### config.mk
export PLATFORM = sky130hd
export DESIGN_NAME = mshr_hazard_ctrl
export DESIGN_NICKNAME = d
export VERILOG_FILES = /design/src/rtl/mshr_hazard_ctrl_pkg.sv /design/src/rtl/mshr_hazard_ctrl_free_enc.sv /design/src/rtl/mshr_hazard_ctrl.sv
export SDC_FILE = /design/constraint.sdc
export NUM_CORES = 1
export LEC_CHECK = 0
export BUFFER_PORTS_ARGS = -buffer_cell sky130_fd_sc_hd__buf_2
export CAP_MARGIN = 20
export CELL_PAD_IN_SITES_DETAIL_PLACEMENT = 0
export CELL_PAD_IN_SITES_GLOBAL_PLACEMENT = 1
export CORE_UTILIZATION = 43
export CTS_CLUSTER_DIAMETER = 60
export DETAILED_ROUTE_END_ITERATION = 12
export PLACE_DENSITY_LB_ADDON = 0.12
export SLEW_MARGIN = 0
export SYNTH_ARGS = -nofsm -noshare
export SYNTH_HDL_FRONTEND = slang
export SYNTH_SLANG_ARGS = --single-unit
### constraint.sdc
create_clock -name clk -period 3.1 [get_ports clk]
set_clock_uncertainty 0.1 [all_clocks]
set_input_delay 0.31 -clock clk [delete_from_list [all_inputs] [get_ports clk]]
set_output_delay 0.31 -clock clk [all_outputs]
set_load 0.03 [all_outputs]
### src/rtl/mshr_hazard_ctrl_pkg.sv
// Shared types for the execute-stage hazard controller: FSM states, MSHR entry
// layout and the hardwired-zero register index.
package hazard_pkg;

    typedef enum logic [0:0] {
        RUN   = 1'b0,
        FLUSH = 1'b1
    } state_t;

    typedef struct packed {
        logic       valid;
        logic [4:0] rd;
    } mshr_entry_t;

    localparam logic [4:0] REG_X0 = 5'd0;

endpackage

### src/rtl/mshr_hazard_ctrl_free_enc.sv
// Lowest-index free-entry priority encoder for the MSHR table.
// id is 0 and ready is low when every entry is busy.
module mshr_free_enc #(
    parameter int NUM  = 4,
    parameter int ID_W = $clog2(NUM)
) (
    input  logic [NUM-1:0]  busy,
    output logic [ID_W-1:0] id,
    output logic            ready
);

    always_comb begin
        id    = '0;
        ready = 1'b0;
        for (int unsigned i = 0; i < NUM; i++) begin
            if (!busy[i] && !ready) begin
                id    = ID_W'(i);
                ready = 1'b1;
            end
        end
    end

endmodule

### src/rtl/mshr_hazard_ctrl.sv
// Execute-stage hazard controller: MSHR scoreboard of outstanding load misses,
// dependency/full stall generation and timed flush pulses on mem-stage redirects.
module mshr_hazard_ctrl
    import hazard_pkg::*;
#(
    parameter int NUM_MSHR  = 4,
    parameter int ID_W      = $clog2(NUM_MSHR),
    parameter int FLUSH_LEN = 1
) (
    input  logic                clk,
    input  logic                rst,
    input  logic                ex_valid,
    input  logic [4:0]          ex_reg1,
    input  logic [4:0]          ex_reg2,
    input  logic                ex_use1,
    input  logic                ex_use2,
    input  logic [4:0]          ex_regD,
    input  logic                ex_regwrite,
    input  logic                miss_alloc,
    input  logic [4:0]          miss_rd,
    output logic                alloc_ready,
    output logic [ID_W-1:0]     alloc_id,
    input  logic                fill_valid,
    input  logic [ID_W-1:0]     fill_id,
    input  logic                redirect_branch,
    input  logic                redirect_jump,
    output logic                stall,
    output logic                branch_flush,
    output logic                jal_flush,
    output logic [NUM_MSHR-1:0] mshr_busy,
    output logic [31:0]         stall_cycles,
    output logic                protocol_err
);

    localparam logic [2:0] FLUSH_CNT = 3'(FLUSH_LEN - 1);

    mshr_entry_t         tbl [NUM_MSHR];
    logic [NUM_MSHR-1:0] valid_vec;
    logic                alloc_fire;
    logic                fill_hit;
    logic                dep_any;
    logic                dep;
    logic                full;
    logic                redirect;
    state_t              state;
    logic [2:0]          cnt;
    logic                kind_jump;

    function automatic logic reg_hit(
        input logic [4:0] rd,
        input logic [4:0] r1, input logic u1,
        input logic [4:0] r2, input logic u2,
        input logic [4:0] rdx, input logic w
    );
        return (rd != REG_X0) &&
               ((u1 && r1 == rd) || (u2 && r2 == rd) || (w && rdx == rd));
    endfunction

    always_comb begin
        for (int unsigned i = 0; i < NUM_MSHR; i++) valid_vec[i] = tbl[i].valid;
    end

    assign mshr_busy = valid_vec;

    mshr_free_enc #(
        .NUM  (NUM_MSHR),
        .ID_W (ID_W)
    ) u_free_enc (
        .busy  (valid_vec),
        .id    (alloc_id),
        .ready (alloc_ready)
    );

    assign alloc_fire = miss_alloc && alloc_ready;
    assign fill_hit   = fill_valid && valid_vec[fill_id];
    assign full       = miss_alloc && !alloc_ready;
    assign redirect   = redirect_branch | redirect_jump;

    // Entry being filled this cycle is excluded: execute forwards its data from WB.
    always_comb begin
        dep_any = 1'b0;
        for (int unsigned i = 0; i < NUM_MSHR; i++) begin
            if (tbl[i].valid && !(fill_valid && fill_id == ID_W'(i)) &&
                reg_hit(tbl[i].rd, ex_reg1, ex_use1, ex_reg2, ex_use2, ex_regD, ex_regwrite))
                dep_any = 1'b1;
        end
        if (alloc_fire &&
            reg_hit(miss_rd, ex_reg1, ex_use1, ex_reg2, ex_use2, ex_regD, ex_regwrite))
            dep_any = 1'b1;
    end

    assign dep          = ex_valid && dep_any;
    assign stall        = (state == RUN) && !redirect && (dep || full);
    assign branch_flush = (state == FLUSH) && !kind_jump;
    assign jal_flush    = (state == FLUSH) && kind_jump;

    always_ff @(posedge clk or posedge rst) begin
        if (rst) begin
            for (int unsigned i = 0; i < NUM_MSHR; i++) tbl[i] <= '0;
        end else begin
            if (fill_hit) tbl[fill_id].valid <= 1'b0;
            if (alloc_fire) tbl[alloc_id] <= '{valid: 1'b1, rd: miss_rd};
        end
    end

    always_ff @(posedge clk or posedge rst) begin
        if (rst) begin
            state     <= RUN;
            cnt       <= '0;
            kind_jump <= 1'b0;
        end else if (redirect) begin
            state     <= FLUSH;
            cnt       <= FLUSH_CNT;
            kind_jump <= redirect_jump;
        end else if (state == FLUSH) begin
            if (cnt == '0) state <= RUN;
            else           cnt   <= cnt - 3'd1;
        end
    end

    always_ff @(posedge clk or posedge rst) begin
        if (rst) begin
            stall_cycles <= '0;
            protocol_err <= 1'b0;
        end else begin
            if (stall && stall_cycles != '1) stall_cycles <= stall_cycles + 32'd1;
            if (fill_valid && !valid_vec[fill_id]) protocol_err <= 1'b1;
        end
    end

endmodule

==> metrics.txt, run 1 <==
post-synth cell types 39; f_max between 0.3 and 0.4 GHz; fin crit share 0.932; Reg area between 0.0015 and 0.002 sq mm; Syn-to-layout area delta 15.4%; antenna fix cells 0; kind of critical path reg -> out; I/O Pins between 70 and 80; final WL around 9600 um; RSZ-0062 raised after global routing false; Iter 0 DRT Violations 98; post-DP HPWL 7000 um; Max Slew Vio Count 0; PortBufs 74; Syn Std Cell Area 0.00390 sq mm; Synth Flop Type dfrtp_1; Fin. Hold Viols 22; total nets after synthesis 419; hold buffer count at cts 0; fin cells approximately 560; die area 0.00946 sq mm; Die Wd slightly below 100 um; Slew HR 0.514; post-synthesis async set-or-reset flop share 1.00; Seq/Total Area, Yosys 0.397; vias post-DR 3052; pwr dens 655 mW/mm^2; VDD IR-drop max 0.252 mV; vias in the first global route roughly 2900; type of origin of the critical path register; die height 97.3 um; Setup TNS 0 ps; nets@finish approximately 480; clk buf depth 2; EDFF count, synth 0; yosys synthesis warning count 0; CTS tree built; Net Switching 1.13 mW; sequential power share 0.435; DP Worst Slack 335 ps; post-route cell area about 0.0045 sq mm; Max-Cap Viols 0; clock share of power 0.240; setup slack, reg-to-reg about 360 ps; root buffer cell clkbuf_8; Worst Setup End Kind output port; Final WS setup 210 ps; core outline area 0.00876 sq mm; Comb pwr share 0.325; violated checks hold timing; Mapped Cells 384; Synth Register Bits 62; multi-input logic area 0.00216 sq mm; Tmin final 2890 ps; share of post-route cells with drive strength above 1 0.279; H-tree levels 3; Leakage 2.09 nW; syn avg cell area 10.2 sq um; Net Sw Frac 0.382; largest net degree at the start of global routing 36; Post-Place Cells 540; Reg clk slew, reported paths 80 ps; Cell Area, Placed 0.00430 sq mm; initial antenna violation count 0; status finished, violations left; Int Power ~1.8 mW; TritonCTS Sinks 62; global-route wire length before repair 15800 um; Fin Hold WS -13.4 ps; Hold Crit Class in -> async; CP required 2690 ps; routed len/inst 17.3 um; Worst-Margin Slew 729 ps; GRT overflow 0; DRC Markers 0; number of fillers in the final layout 855; Initial Util 0.445; final antenna-violating net count 0; Num CTS Buffers 9; final setup violation count 0; Util after Layout 0.514; Pwr Total 2.95 mW; critical path arrival around 2500 ps; Cell Rows 34; Clk Latency, worst-skew pair 340 ps; GRT Resource Usage Total 0.215; CP max FO 5; Pre-Repair DR Iteration Count 4; GP Congestion 0.808; vias per inst ~5.5
==> worst max-delay path, cell delays in order (launching register included) <==
cell and delay [ps]:
dfrtp_1 460, or4_1 570, o211ai_1 320, o32ai_4 160
o41ai_4 300, o21ai_0 130, buf_2 200
==> registers in the layout, summed over array words and instances (netlist names) <==
name          count
cnt               3
kind_jump         1
mshr_busy         4
protocol_err      1
stall_cycles     32
state             1
tbl              20
==> worst paths after layout <==
check / start / to / cells past startpoint
min in group clk: redirect_branch / cnt[2] / 2
worst max-delay path: tbl[1] / stall / 6
worst max register to register: tbl[21] / stall_cycles[1] / 9
worst min-delay path: rst / kind_jump / 2
max in group asynchronous: rst / tbl[18] / 3
worst min register to register: protocol_err / protocol_err / 1
==> area by class of cell <==
cell class	count	share of cell area
Tap cell	108	0.0300
Sequential cell	62	0.344
Multi-Input combinational cell	281	0.480
Inverter	9	0.00750
Clock inverter	7	0.0161
Clock buffer	9	0.0275
Timing Repair Buffer	80	0.0950
==> cells by family (layout without fill, tap and decap cells) <==
group | count (synthesis) | count (layout) | share of synthesized area
XOR/XNOR | 107 | 107 | 0.240
AND/OR/NAND/NOR | 125 | 125 | 0.182
adder cells (fa/ha/maj) | 3 | 3 | 0.00962
AO/OA/AOI/OAI | 24 | 24 | 0.0529
multiplexers | 22 | 22 | 0.0663
buffers and inverters | 41 | 105 | 0.0519
flip-flops | 62 | 62 | 0.397
==> cell usage in the layout, fill, tap and decap left out, drive strengths merged, types with 3 or more instances in the layout <==
| cell | synthesis | routed |
|---|---|---|
| nor2 | 7 | 7 |
| clkbuf | 16 | 9 |
| and4 | 3 | 3 |
| nor3 | 6 | 6 |
| mux2 | 21 | 21 |
| dfrtp | 62 | 62 |
| xnor2 | 45 | 45 |
| a211oi | 3 | 3 |
| xor2 | 62 | 62 |
| inv | 9 | 10 |
| clkinv | 0 | 3 |
| o21ai | 5 | 5 |
| a21oi | 4 | 4 |
| nand4 | 14 | 14 |
| buf | 16 | 80 |
| a31oi | 3 | 3 |
| or4 | 5 | 5 |
| nor4 | 15 | 15 |
| nand2 | 11 | 11 |
| nand2b | 3 | 3 |
| nand3 | 30 | 30 |
| and3 | 22 | 22 |
| ha | 3 | 3 |
==> synth_stat cells (all sizes together) (9+ instances only) <==
master | number | area, sq um
nand4 | 14 | 87.6
nand2 | 11 | 41.3
inv | 9 | 33.8
buf | 16 | 109
and3 | 22 | 138
dfrtp | 62 | 1550
nor4 | 15 | 93.8
xor2 | 62 | 543
nand3 | 30 | 150
clkbuf | 16 | 60.1
xnor2 | 45 | 394
mux2 | 21 | 236
==> power groups by stage <==
stage / registers [mW] / clock network, mW / logic, mW
2_1_floorplan: 1.22 / 0 / 0.803
3_3_place_gp: 1.30 / 0 / 0.938
3_5_place_dp: 1.30 / 0 / 0.955
4_1_cts: 1.28 / 0.728 / 0.961
5_1_grt: 1.31 / 0.767 / 1.06
6_report: 1.28 / 0.708 / 0.960
==> metal layers <==
metal,global-route usage,up-vias,routed length (um)
li1,-,1448,-
met5,0,-,0
met3,0.0396,10,515
met4,0.0656,0,126
met1,0.308,1509,4540
met2,0.333,85,4420
==> timing repair <==
| action | 4_1_cts | 5_1_grt |
|---|---|---|
| resized for setup | 0 | 1 |
| endpoints found under the hold margin | 0 | 0 |
| setup endpoints to repair | 0 | 1 |
| setup buffers | 0 | 0 |
Note: power is estimated with default switching activity, not from simulation.
==> inputs of run 2 (changes only) <==
Settings changed: ABC_CLOCK_PERIOD_IN_PS set to 3100, HOLD_SLACK_MARGIN set to 0.06.
==> run 2 against run 1 <==
  * The run now ends clean
  * Register-to-register slack is essentially flat
  * Global-route usage is essentially flat
  * Power is essentially flat
  * Clock power is essentially flat
  * Sequential share of layout area shrank 0.076 points
  * Cell count grew 0.18%
  * Clock-buffer cell count is the same
  * Core utilization grew 0.11 points
  * Sequential cell count is the same
  * Worst setup slack lost 1.7 ps
  * Critical path type unchanged
==> metrics.txt, run 2 (synthesis gave the netlist of run 1 again) <==
Initial Util 0.445 (unchanged); fin crit share 0.933 (was 0.932); Max Slew Vio Count 0 (unchanged); CTS tree built (unchanged); Cell Area, Placed 0.00430 sq mm (unchanged); global-route wire length before repair 15800 um (about the same); Num CTS Buffers 9 (unchanged); Tmin final 2890 ps (about the same); antenna fix cells 0 (unchanged); H-tree levels 3 (unchanged); post-route cell area 0.00452 sq mm (was 0.00451 sq mm); Syn-to-layout area delta 15.7% (was 15.4%); PortBufs 74 (unchanged); GP Congestion 0.808 (unchanged); fin cells 557 (was 556); max FFs per register 32 (unchanged); vias post-DR 3055 (was 3052); clk buf depth 2 (unchanged); I/O Pins 75 (unchanged); Max-Cap Viols 0 (unchanged); Slew HR 0.512 (was 0.514); most frequent cells in the layout buf_2, xor2_1, dfrtp_1, xnor2_1, nand3_1 (unchanged); Leakage 2.09 nW (about the same); routed len/inst 17.2 um (was 17.3 um); die area 0.00946 sq mm (unchanged); number of fillers in the final layout 854 (was 855); Reg clk slew, reported paths 80 ps (about the same); VDD IR-drop max 0.252 mV (about the same); f_max 0.346 GHz (about the same); critical path arrival 2480 ps (about the same); Fin. Hold Viols 0 (was 22); Pwr Total 2.95 mW (about the same); RSZ-0062 raised after global routing false (unchanged); Cell Rows 34 (unchanged); Iter 0 DRT Violations 114 (was 98); DRC Markers 0 (unchanged); CP max FO 5 (unchanged); Hold Crit Class in -> reg (was in -> async); Post-Place Cells 540 (unchanged); Worst Setup End Kind output port (unchanged); final setup violation count 0 (unchanged); vias per inst 5.48 (was 5.49); final WL 9590 um (was 9600 um); most common cell after layout, fill and taps aside buf_2 (unchanged); final antenna-violating net count 0 (unchanged); kind of critical path reg -> out (unchanged); GRT Resource Usage Total 0.216 (was 0.215); root buffer cell clkbuf_8 (unchanged); GRT overflow 0 (unchanged); setup bufs post-CTS 0 (unchanged); die height 97.3 um (unchanged); Setup TNS 0 ps (unchanged); Pre-Repair DR Iteration Count 4 (unchanged); post-DP HPWL 7000 um (unchanged); Clk Latency, worst-skew pair 340 ps (about the same); pwr dens 654 mW/mm^2 (was 655 mW/mm^2); type of origin of the critical path register (unchanged); largest net degree at the start of global routing 36 (unchanged); nets@finish 479 (was 478); core outline area 0.00876 sq mm (unchanged); Worst-Margin Slew 730 ps (was 729 ps); initial antenna violation count 0 (unchanged); share of post-route cells with drive strength above 1 0.278 (was 0.279); vias in the first global route 2946 (was 2934); CP required 2690 ps (about the same); Die Wd 97.3 um (unchanged); status completed (was finished, violations left); largest register by flop count stall_cycles (unchanged); TritonCTS Sinks 62 (unchanged)
[run 2: cell count changes in the layout (fill, tap and decap cells not counted), sizes merged]
cell / before / now
dlygate4sd3: 0 / 1
[run 2: final timing paths]
path | depth (start not counted) | endpoint | from | slack (ps)
min in group asynchronous | 3 | kind_jump | rst | 540
setup / recovery | 6 | stall | tbl[1] | 210
hold reg to reg | 1 | protocol_err | protocol_err | 380
max in group asynchronous | 4 | tbl[18] | rst | 1640
hold / removal | 2 | cnt[2] | redirect_branch | 130
setup reg to reg | 9 | stall_cycles[1] | tbl[21] | 360
[run 2: critical path: stages, from the launching register on]
cell      delay [ps]
dfrtp_1          460
or4_1            570
o211ai_1         320
o32ai_4          160
o41ai_4          300
o21ai_0          130
buf_2            200
[run 2: routing by layer]
| metal | share of wire | routed length [um] | GRT usage |
|---|---|---|---|
| met1 | 0.47 | 4480 | 0.308 |
| met3 | 0.056 | 534 | 0.0396 |
| met5 | 0 | 0 | 0 |
| met2 | 0.46 | 4450 | 0.334 |
| met4 | 0.013 | 126 | 0.0656 |
[run 2: layout make-up]
| type | instances | area [sq um] | area share |
|---|---|---|---|
| Inverter | 9 | 33.8 | 0.00748 |
| Multi-Input combinational cell | 281 | 2160 | 0.479 |
| Timing Repair Buffer | 81 | 438 | 0.0970 |
| Clock inverter | 7 | 72.6 | 0.0161 |
| Tap cell | 108 | 135 | 0.0299 |
| Clock buffer | 9 | 124 | 0.0274 |
| Sequential cell | 62 | 1550 | 0.344 |
[run 2: repair_timing]
action,4_1_cts,5_1_grt
setup endpoints to repair,0,1
resized for setup,0,1
hold buffers,1,0
endpoints found under the hold margin,33,0
[run 2: per-stage QoR]
step / setup WS (ps) / hold WS (ps) / utilization
after CTS: 86.7 / 109 / 0.514
final: 208 / 126 / 0.515
after global placement: 371 / 359 / 0.490
after global routing: 17.4 / 127 / 0.515
after detailed placement: 335 / 362 / 0.490
after floorplan: 500 / 281 / -
[run 2: where the power goes]
part | internal (mW) | switching (mW) | leakage (nW)
clock | 0.372 | 0.334 | 0.0956
sequential | 0.974 | 0.310 | 0.802
combinational | 0.479 | 0.483 | 1.19
==> inputs of run 3 (changes only) <==
Settings changed: BUFFER_PORTS_ARGS -buffer_cell sky130_fd_sc_hd__buf_2 to unset, CORE_UTILIZATION 43 to 48, DONT_BUFFER_PORTS set to 1.
==> run 3 against run 2 <==
  * Power grew 1.4%
  * Clock power grew 11%
  * Routed wire length grew 3.3%
  * Global-route usage grew 3.5 points
  * Design area decreased by 3.4%
  * Maximum frequency shrank 1.3%
  * Via count is 6.4% lower
  * Clock-buffer cell count is 3 higher
  * Hold slack got worse by 54 ps
  * Sequential power barely moved
  * Combinational power decreased by 5.4%
  * Highest routed layer unchanged
==> metrics.txt, run 3 (synthesis gave the netlist of run 1 again) <==
Tmin final 2930 ps (was 2890 ps); most frequent cells in the layout xor2_1, dfrtp_1, xnor2_1, nand3_1, and3_1 (was buf_2, xor2_1, dfrtp_1, xnor2_1, nand3_1); GRT Resource Usage Total 0.251 (was 0.216); initial antenna violation count 0 (unchanged); Num CTS Buffers 9 (unchanged); largest net degree at the start of global routing 40 (was 36); max FFs per register 32 (unchanged); clk buf depth 2 (unchanged); Worst-Margin Slew 836 ps (was 730 ps); Syn-to-layout area delta 11.7% (was 15.7%); VDD IR-drop max 0.285 mV (was 0.252 mV); Worst Setup End Kind output port (unchanged); GRT overflow 0 (unchanged); core outline area 0.00781 sq mm (was 0.00876 sq mm); global-route wire length before repair 15900 um (was 15800 um); most common cell after layout, fill and taps aside xor2_1 (was buf_2); type of origin of the critical path register (unchanged); Die Wd 92.2 um (was 97.3 um); final antenna-violating net count 0 (unchanged); Hold Crit Class in -> reg (unchanged); Clk Latency, worst-skew pair 350 ps (was 340 ps); Pre-Repair DR Iteration Count 4 (unchanged); Max-Cap Viols 0 (unchanged); routed len/inst 19.8 um (was 17.2 um); I/O Pins 75 (unchanged); CTS tree built (unchanged); status completed (unchanged); GP Congestion 0.872 (was 0.808); root buffer cell clkbuf_8 (unchanged); nets@finish 429 (was 479); TritonCTS Sinks 62 (unchanged); H-tree levels 3 (unchanged); critical path arrival 2520 ps (was 2480 ps); fin crit share 0.945 (was 0.933); final WL 9910 um (was 9590 um); Iter 0 DRT Violations 86 (was 114); PortBufs 0 (was 74); f_max 0.341 GHz (was 0.346 GHz); die area 0.00850 sq mm (was 0.00946 sq mm); Reg area 0.00155 sq mm (about the same); Reg clk slew, reported paths 80 ps (about the same); DP Worst Slack 376 ps (was 335 ps); RSZ-0062 raised after global routing false (unchanged); antenna fix cells 0 (unchanged); post-DP HPWL 6990 um (was 7000 um); CP max FO 5 (unchanged); Final WS setup 170 ps (was 208 ps); share of post-route cells with drive strength above 1 0.165 (was 0.278); largest register by flop count stall_cycles (unchanged); multi-input logic area 0.00216 sq mm (unchanged); Initial Util 0.500 (was 0.445); CP required 2690 ps (about the same); final setup violation count 0 (unchanged); Max Slew Vio Count 0 (unchanged); kind of critical path reg -> out (unchanged); Setup TNS 0 ps (unchanged); Slew HR 0.442 (was 0.512); vias per inst 5.71 (was 5.48); Fin. Hold Viols 0 (unchanged); vias in the first global route 3081 (was 2946); DRC Markers 0 (unchanged); Cell Rows 32 (was 34); number of fillers in the final layout 721 (was 854); pwr dens 686 mW/mm^2 (was 654 mW/mm^2); die height 92.2 um (was 97.3 um); Leakage 1.88 nW (was 2.09 nW); vias post-DR 2860 (was 3055)
-- run 3: final cells by class --
type                    count  area share
well taps                 102      0.0293
flip-flops and latches     62       0.356
repair buffers             31      0.0620
inverters                   9     0.00775
multi-input cells         281       0.495
clock buffers              12      0.0333
clock inverters             4      0.0161
-- run 3: path summary, 6_finish.rpt --
path                                  from         endpoint  slack [ps]  depth (start not counted)
worst min-delay path            fill_id[0]     mshr_busy[3]          70                          2
min in group asynchronous              rst  stall_cycles[3]         480                          2
worst min register to register   kind_jump        kind_jump         410                          1
worst max-delay path                tbl[1]            stall         170                          6
worst max register to register     tbl[13]  stall_cycles[1]         260                         10
max in group asynchronous              rst          tbl[19]        1730                          3
-- run 3: critical path: stages, from the launching register on --
cell	delay, ps
dfrtp_2	460
or4_1	550
o211ai_1	370
o32ai_4	180
o41ai_4	340
o21ai_1	100
buf_4	180
-- run 3: power breakdown --
part | leakage (nW) | internal (mW) | switching [mW] | total, mW
registers | 0.800 | 0.976 | 0.322 | 1.30
logic | 0.968 | 0.481 | 0.428 | 0.909
clock network | 0.110 | 0.473 | 0.313 | 0.785
-- run 3: what timing repair did --
| item | CTS | global route |
|---|---|---|
| setup endpoints to repair | 0 | 1 |
| hold endpoints to repair | 63 | 0 |
| resized for setup | 0 | 4 |
| setup buffers | 0 | 2 |
| hold buffers | 10 | 0 |
-- run 3: per-layer routing --
metal  GRT usage  up-vias  wire length, um
met1       0.293     1384             3890
met4       0.141        0              364
met2       0.414      100             5000
li1            -     1343                -
met5           0        -                0
met3      0.0713       33              659
-- run 3: through the flow --
| step | area [sq um] | hold slack (ps) | std cells | util | power [mW] |
|---|---|---|---|---|---|
| final | 4360 | 72.4 | 501 | 0.559 | 2.99 |
| after global placement | 4020 | 283 | 473 | 0.515 | 2.16 |
| after global routing | 4360 | 83.4 | 501 | 0.559 | 3.17 |
| after CTS | 4330 | 65.4 | 499 | 0.555 | 2.99 |
| after detailed placement | 4020 | 284 | 473 | 0.515 | 2.18 |
| after floorplan | 3900 | 281 | 384 | - | 2.02 |
